File: src/rtl/pipe_ctrl_chain_pkg.sv
// Shared definitions for pipe_ctrl_chain: stage ordering, count-field width and flush saturation.
package pipe_ctrl_chain_pkg;

  // Stage 0 is the youngest (input side); stage STAGES-1 is the oldest (output side).
  localparam int YOUNGEST_STAGE = 0;

  function automatic int calc_cnt_w(input int stages);
    return $clog2(stages + 1);
  endfunction

  // A rollback can never kill more stages than exist.
  function automatic int sat_flush(input int cnt, input int stages);
    return (cnt > stages) ? stages : cnt;
  endfunction

endpackage

File: src/rtl/pipe_stage_reg.sv
// One pipeline stage: payload register plus valid flop with kill priority over load.
module pipe_stage_reg
  import pipe_ctrl_chain_pkg::*;
#(
  parameter int WIDTH = 64
) (
  input  logic             clk,
  input  logic             rst_n,
  input  logic             load,
  input  logic             kill,
  input  logic             prev_valid,
  input  logic [WIDTH-1:0] prev_data,
  output logic             valid,
  output logic [WIDTH-1:0] data
);

  logic             valid_reg;
  logic [WIDTH-1:0] data_reg;

  always_ff @(posedge clk) begin
    if (!rst_n) begin
      valid_reg <= 1'b0;
    end else if (kill) begin
      valid_reg <= 1'b0;
    end else if (load) begin
      valid_reg <= prev_valid;
    end
  end

  // Payload is deliberately left out of reset; only the valid bit qualifies it.
  always_ff @(posedge clk) begin
    if (load) begin
      data_reg <= prev_data;
    end
  end

  assign valid = valid_reg;
  assign data  = data_reg;

endmodule

File: src/rtl/pipe_ctrl_chain.sv
// Valid-tracked pipeline register chain with backward stall, rollback flush and ready/valid ends.
// Define PIPE_BUBBLE_COLLAPSE_EN to let empty stages keep accepting behind a stall.
module pipe_ctrl_chain
  import pipe_ctrl_chain_pkg::*;
#(
  parameter int STAGES = 4,
  parameter int WIDTH  = 64,
  parameter int CNT_W  = calc_cnt_w(STAGES)
) (
  input  logic                    clk,
  input  logic                    rst_n,
  input  logic                    in_valid,
  input  logic [WIDTH-1:0]        in_data,
  output logic                    in_ready,
  input  logic [STAGES-1:0]       stall_req,
  input  logic                    flush_req,
  input  logic [CNT_W-1:0]        flush_cnt,
  output logic                    out_valid,
  output logic [WIDTH-1:0]        out_data,
  input  logic                    out_ready,
  output logic [STAGES-1:0]       stage_valid,
  output logic [STAGES*WIDTH-1:0] stage_data,
  output logic [CNT_W-1:0]        occupancy
);

  logic [STAGES-1:0] valid_reg;
  logic [STAGES-1:0] hold;
  logic [STAGES-1:0] load;
  logic [STAGES-1:0] kill;
  logic [STAGES-1:0] valid_in;
  logic [STAGES-1:0] valid_next;
  logic [WIDTH-1:0]  data_reg [STAGES];
  logic [CNT_W-1:0]  flush_k;
  logic [CNT_W-1:0]  occupancy_reg;
  logic [CNT_W-1:0]  occupancy_next;
  logic              hold_chain;

  assign flush_k = CNT_W'(sat_flush(int'(flush_cnt), STAGES));

  // Hold ripples from the output end back toward the input.
  always_comb begin
    hold       = '0;
    hold_chain = valid_reg[STAGES-1] & ~out_ready;
    for (int i = STAGES - 1; i >= 0; i--) begin
`ifdef PIPE_BUBBLE_COLLAPSE_EN
      hold[i] = valid_reg[i] & (stall_req[i] | hold_chain);
`else
      hold[i] = stall_req[i] | hold_chain;
`endif
      hold_chain = hold[i];
    end
  end

  assign load     = ~hold;
  assign in_ready = ~hold[0] & rst_n;

  // Killed stages also mask whatever they would hand to the next stage.
  always_comb begin
    kill     = '0;
    valid_in = '0;
    for (int i = 0; i < STAGES; i++) begin
      kill[i] = flush_req && (CNT_W'(i) < flush_k);
    end
    valid_in[0] = in_valid & ~kill[0];
    for (int i = 1; i < STAGES; i++) begin
      valid_in[i] = valid_reg[i-1] & ~hold[i-1] & ~kill[i-1];
    end
  end

  always_comb begin
    valid_next = '0;
    if (rst_n) begin
      for (int i = 0; i < STAGES; i++) begin
        valid_next[i] = kill[i] ? 1'b0 : (hold[i] ? valid_reg[i] : valid_in[i]);
      end
    end
  end

  assign occupancy_next = CNT_W'($countones(valid_next));

  always_ff @(posedge clk) begin
    if (!rst_n) begin
      occupancy_reg <= '0;
    end else begin
      occupancy_reg <= occupancy_next;
    end
  end

  generate
    for (genvar gi = 0; gi < STAGES; gi++) begin : g_stage
      logic [WIDTH-1:0] prev_data;

      if (gi == YOUNGEST_STAGE) begin : g_head
        assign prev_data = in_data;
      end else begin : g_link
        assign prev_data = data_reg[gi-1];
      end

      pipe_stage_reg #(
        .WIDTH(WIDTH)
      ) u_stage (
        .clk       (clk),
        .rst_n     (rst_n),
        .load      (load[gi]),
        .kill      (kill[gi]),
        .prev_valid(valid_in[gi]),
        .prev_data (prev_data),
        .valid     (valid_reg[gi]),
        .data      (data_reg[gi])
      );

      assign stage_data[gi*WIDTH +: WIDTH] = data_reg[gi];
    end
  endgenerate

  assign out_valid   = valid_reg[STAGES-1];
  assign out_data    = data_reg[STAGES-1];
  assign stage_valid = valid_reg;
  assign occupancy   = occupancy_reg;

endmodule

File: config.mk
export PLATFORM = sky130hd
export DESIGN_NAME = pipe_ctrl_chain
export DESIGN_NICKNAME = d
export VERILOG_FILES = /design/src/rtl/pipe_ctrl_chain_pkg.sv /design/src/rtl/pipe_stage_reg.sv /design/src/rtl/pipe_ctrl_chain.sv
export SDC_FILE = /design/constraint.sdc
export NUM_CORES = 1
export LEC_CHECK = 0
export ABC_CLOCK_PERIOD_IN_PS = 7000
export BUFFER_PORTS_ARGS = -buffer_cell sky130_fd_sc_hd__clkbuf_2
export CORE_MARGIN = 2
export CORE_UTILIZATION = 30
export CTS_CLUSTER_SIZE = 14
export DETAILED_ROUTE_END_ITERATION = 7
export GPL_TIMING_DRIVEN = 0
export PLACE_DENSITY = 0.67
export REMOVE_ABC_BUFFERS = 1
export SLEW_MARGIN = 20
export SYNTH_ARGS = -nofsm -noshare
export SYNTH_HDL_FRONTEND = slang
export SYNTH_SLANG_ARGS = --single-unit
File: constraint.sdc
create_clock -name clk -period 7 [get_ports clk]
set_input_delay 1.4 -clock clk [delete_from_list [all_inputs] [get_ports clk]]
set_output_delay 1.4 -clock clk [all_outputs]
set_load 0.02 [all_outputs]
### Word level (Yosys, flattened, before mapping)

Index checks and enable logic that the tools add are counted.

| storage, ports and cells | value |
|---|---|
| bits in registers | 263 |
| bits of input ports | 76 |
| output and inout port bits | 329 |
| word-level logic and storage cells | 57 |

| operators by class | value |
|---|---|
| order comparisons | 5 |
| bitwise logic cells | 22 |
| muxes and demuxes | 10 |
| reductions and logical operators | 8 |
| add/sub/neg operators | 3 |

Operators with widths:

| operator | count |
|---|---|
| AND 1 bit | 9 |
| two-way mux 1 bit | 8 |
| inverter 1 bit | 8 |
| OR reduction 2 bit | 4 |
| less-than comparator 1 x 3 -> 1 bit (first input constant) | 2 |
| less-than comparator 2 x 3 -> 1 bit (first input constant) | 2 |
| adder 1 x 1 -> 2 bit | 2 |
| logical AND 1 bit | 4 |
| two-way mux 4 bit | 1 |
| inverter 4 bit | 1 |
| OR 1 bit | 4 |
| adder 2 x 2 -> 3 bit | 1 |
| greater-than comparator 3 bit (second input constant) | 1 |
| two-way mux 3 bit | 1 |

### Depth between registers and ports, before layout

| depth | value |
|---|---|
| word-level depth | 14 |
| gate-level depth with buffers | 7 |
| mapped depth without buffers | 7 |

### Cells and area by module

A second synthesis with hierarchy kept.

| unflattened totals | value |
|---|---|
| cell total of the unflattened synthesis | 376 |
| area total of the unflattened synthesis | 8,688.3 um^2 |

By module, submodules not included:

| module | sequential area each (um^2) | area an instance (um^2) | cells each | times used |
|---|---|---|---|---|
| pipe_stage_reg | 1,941.9 | 1,964.4 | 67 | 4 |
| pipe_ctrl_chain | 60.1 | 830.8 | 108 | 1 |

### Worst setup path after synthesis

OpenSTA, ideal clock, no wires.

| timing | value |
|---|---|
| kind | in2reg |
| start point | input out_ready |
| end point | register occupancy_reg[1] (netlist: occupancy[1]) |
| setup slack | 1.241 ns |
| data arrival time | 5.644 ns |
| stages | 7 |
| data required time | 6.885 ns |
| path through | nor2b_1 > nor2_1 > a21oi_1 > fa_1 > ha_1 > ha_1 > and2_1 |

| on the way | value |
|---|---|
| cells in the longest elaborated chain, start to end | 14 |
| elaborated cells between the ends (all ways) | 27 |

Ends and longest elaborated chain:

| element | line | source |
|---|---|---|
| start: declaration | pipe_ctrl_chain.sv:20 | `input logic out_ready,` |
| inverter 1 bit * | pipe_ctrl_chain.sv:43 | `hold_chain = valid_reg[STAGES-1] & ~out_ready;` |
| AND 1 bit * | pipe_ctrl_chain.sv:43 |  |
| OR 1 bit * | pipe_ctrl_chain.sv:48 | `hold[i] = stall_req[i] \| hold_chain;` |
| OR 1 bit (3 in series) | pipe_ctrl_chain.sv:48 |  |
| inverter 1 bit | pipe_ctrl_chain.sv:66 | `valid_in[i] = valid_reg[i-1] & ~hold[i-1] & ~kill[i-1];` |
| AND 1 bit (2 in series) | pipe_ctrl_chain.sv:66 |  |
| two-way mux 1 bit (2 in series) | pipe_ctrl_chain.sv:74 | `valid_next[i] = kill[i] ? 1'b0 : (hold[i] ? valid_reg[i] : valid_in[i]);` |
| two-way mux 4 bit * | pipe_ctrl_chain.sv:72 | `if (rst_n) begin` |
| adder 1 x 1 -> 2 bit (not written as such) | pipe_ctrl_chain.sv:79 | `assign occupancy_next = CNT_W'($countones(valid_next));` |
| adder 2 x 2 -> 3 bit (not written as such) * | pipe_ctrl_chain.sv:79 |  |
| named net occupancy_next[1] | pipe_ctrl_chain.sv:35 | `logic [CNT_W-1:0] occupancy_next;` |
| end signal: assignment | pipe_ctrl_chain.sv:85 | `occupancy_reg <= occupancy_next;` |
| end: declaration | pipe_ctrl_chain.sv:34 | `logic [CNT_W-1:0] occupancy_reg;` |

The timed path passes the listed nets; every way through them passes the cells marked *.
A chain may end at the register's enable or synchronous reset.

### Worst setup path in the final report

| timing | value |
|---|---|
| start point | input stall_req[3] |
| end point | output in_ready |

| on the way | value |
|---|---|
| cells in the longest elaborated chain, start to end | 6 |

Ends and longest elaborated chain:

| element | line | source |
|---|---|---|
| start: declaration | pipe_ctrl_chain.sv:15 | `input logic [STAGES-1:0] stall_req,` |
| OR 1 bit (4 in series) | pipe_ctrl_chain.sv:48 |  |
| inverter 1 bit | pipe_ctrl_chain.sv:55 | `assign in_ready = ~hold[0] & rst_n;` |
| AND 1 bit | pipe_ctrl_chain.sv:55 |  |
| end: declaration | pipe_ctrl_chain.sv:14 | `output logic in_ready,` |

No other way between the ends.

==> metrics.md <==
| Metric | Value |
|---|---|
| Clock Power Share | `0.383` |
| Met2 wire length | `10400 um` |
| Die H | `174 um` |
| Register bit total from synthesis | `263` |
| Vias in the first global route | `4754` |
| CP startpoint kind | `input pin` |
| GP Congestion | `0.750` |
| RSZ-0062 raised after global routing | `no` |
| Drt wl/cell | `18.0 um` |
| Clk_skew | `13.4 ps` |
| Area share of the largest cell type after synthesis | `0.891` |
| Top cells by area, synth | `edfxtp_1, buf_4, dfxtp_1, a21oi_1, and2_1` |
| Largest net degree at the start of global routing | `45` |
| CP Data Arrival Time | `2830 ps` |
| CTS-repair resized insts | `0` |
| Slew Limit Fails | `0` |
| I/O pin count | `405` |
| Cell Pwr Density | `282 nW/um^2` |
| Final WS setup | `2770 ps` |
| Yosys warns | `0` |
| Clk_lat worst skew | `520 ps` |
| Starting Density | `0.303` |
| Crit-path max cell delay | `480 ps` |
| Leak Pwr | `4.74 nW` |
| WP data required | `5600 ps` |
| Highest routing layer actually used | `met4` |
| Status | `finished, final reports clean` |
| Final hold vios | `0` |
| Startpoint of the worst hold path | `g_stage[2].u_stage.data[31]` |
| Clock transition at path regs | `60 ps` |
| Synth cell count leaders | `edfxtp_1, buf_4, a21oi_1, dfxtp_1` |
| Layout Nets | `828` |
| Total wire length | `20700 um` |
| Internal power | `2.55 mW` |
| Worst Path Max Fanout | `44` |
| Setup CP Type | `input pin to primary output` |
| Critical path buffer and inverter count | `3` |
| Crit end category | `primary output` |
| Post-synth EDFFs | `256` |
| Minimum hold slack | `444 ps` |
| Setup repair bufs after CTS | `0` |
| Worst Setup SP | `stall_req[3]` |
| Port Buffers | `404` |
| Total CTS buffers | `27` |
| Top-count cell post-synth | `edfxtp_1` |
| Max_cap viols | `0` |
| Syn Area/Cell | `23.1 um^2` |
| Crit path top cell by count | `clkbuf_2` |
| Reg-to-reg startpoint | `g_stage[3].u_stage.valid` |
| Slowest-stage cell, CP | `and3_4` |
| Sw frac | `0.224` |
| Top FF cell, synth | `edfxtp_1` |
| Root Buffer | `clkbuf_16` |
| Netlist cell types | `25` |
| Die ar. | `30100 um^2` |
| Total congestion overflow | `0` |
| GRT Total Usage | `0.132` |
| Rows | `62` |
| Met1 WL | `8160 um` |
| Vias per cell | `4.09` |
| First-pass GRT wire length | `30000 um` |
| Initial antenna violation count | `0` |
| WL met3 | `1640 um` |
| Sequential Power Share | `0.550` |
| Fin crit share | `0.605` |
| Sink Count | `263` |
| Area Overhead vs Synth | `34.9%` |
| Layout cells sized above 1 | `0.595` |
| Via Count | `4712` |
| TritonCTS clock tree | `built` |
| Post-route ant nets | `0` |
| FMAX | `236 MHz` |
| CTS max path bufs | `3` |
| Dominant cell type by area after synthesis | `edfxtp_1` |
| Starting DRC count in detailed routing | `214` |
| Max FFs per register | `256` |
| Actual slew at the worst max-slew pin | `764 ps` |
| Final setup violation count | `0` |
| Synth Cell Area | `8620 um^2` |
| Setup WS pre-CTS | `2710 ps` |
| Max_slew headroom | `0.489` |
| H-tree depth | `1` |
| Diode count | `0` |
| Number of detailed-route iterations in the first pass | `4` |
| Remaining DRCs | `0` |
| Sequential fraction of the synthesis area | `0.908` |
| VDD IR max | `0.000153 V` |
| # hold bufs at CTS | `0` |
| Ys async rst share | `0` |
| Hold Crit Class | `flop to flop` |
| Gate power share | `0.067` |
| CP delay by family, top | `simple AND/OR/NAND/NOR gates` |
| Setup TNS | `0 ps` |
| Die W | `174 um` |
| Post-synthesis cell count | `373` |
| DP HPWL | `15700 um` |
| Switch Pwr | `735 uW` |
| Period minus WS final | `4230 ps` |
| Core Area | `28500 um^2` |
| Critical-path cell list | `clkbuf_2, nor2_1, and3_4, buf_16, and2_1, clkbuf_2` |
-- cell families (layout without fill, tap and decap cells) --
family,after synthesis,count (layout),synth area share
DFF,263,263,0.908
buffers and inverters,69,464,0.0596
and+or+nand+nor,22,22,0.0157
AOI/OAI and AO/OA,16,16,0.0118
adders and majority gates,3,3,0.00522
-- placed cells by master, fill, tap and decap left out, types with 4 or more instances in the layout --
master,Yosys,layout
clkbuf_2,0,404
edfxtp_1,256,256
clkbuf_16,0,27
clkinv_1,0,8
clkinv_2,0,8
a21oi_1,7,7
dfxtp_1,7,7
buf_8,0,5
o21ai_0,4,4
and2_1,4,4
clkbuf_1,0,4
buf_16,0,4
-- metal layers --
layer / vias to the layer above / GRT usage
met2: 264 / 0.230
met4: 0 / 0.0406
li1: 2126 / -
met1: 2285 / 0.160
met3: 37 / 0.0353
met5: - / 0
-- stage by stage --
stage               instances   util  total power, mW  instance area (um^2)
floorplan                 305      -             1.94                  8110
detailed placement       1104  0.382             2.06                 10900
global placement         1093  0.373             2.05                 10600
finish                   1152  0.409             3.28                 11600
global route             1152  0.409             3.41                 11600
CTS                      1152  0.409             3.33                 11600
-- worst paths after layout --
check,cells past startpoint,end,slack [ps]
worst max register to register,8,occupancy[1],4180
worst min-delay path,0,g_stage[3].u_stage.data[31],440
worst min register to register,0,g_stage[3].u_stage.data[31],440
worst max-delay path,6,in_ready,2770
-- area by class of cell --
type | instances | area (um^2)
inverter | 1 | 3.75
timing repair buffer | 415 | 2250
sequential | 263 | 7830
clock buffer | 31 | 691
fill | 2603 | 16800
multi-input combinational | 41 | 308
clock inverter | 17 | 77.6
tap | 384 | 480
-- power by group through the flow --
stage / Combinational [mW] / Clock (mW) / Sequential, mW
floorplan: 0.0240 / 0 / 1.92
global placement: 0.205 / 0 / 1.85
detailed placement: 0.222 / 0 / 1.84
CTS: 0.222 / 1.30 / 1.81
global route: 0.231 / 1.36 / 1.81
finish: 0.219 / 1.26 / 1.81
-- worst reg2reg max path, cell delays in order, from the launching register on --
cell and delay, ps:
dfxtp_1 410, nor2b_1 630, nor3_4 160, buf_8 200, a32o_1 240, fa_1 460, ha_1 220, ha_1 260
and2_1 150
(Power assumes the default switching activity.)
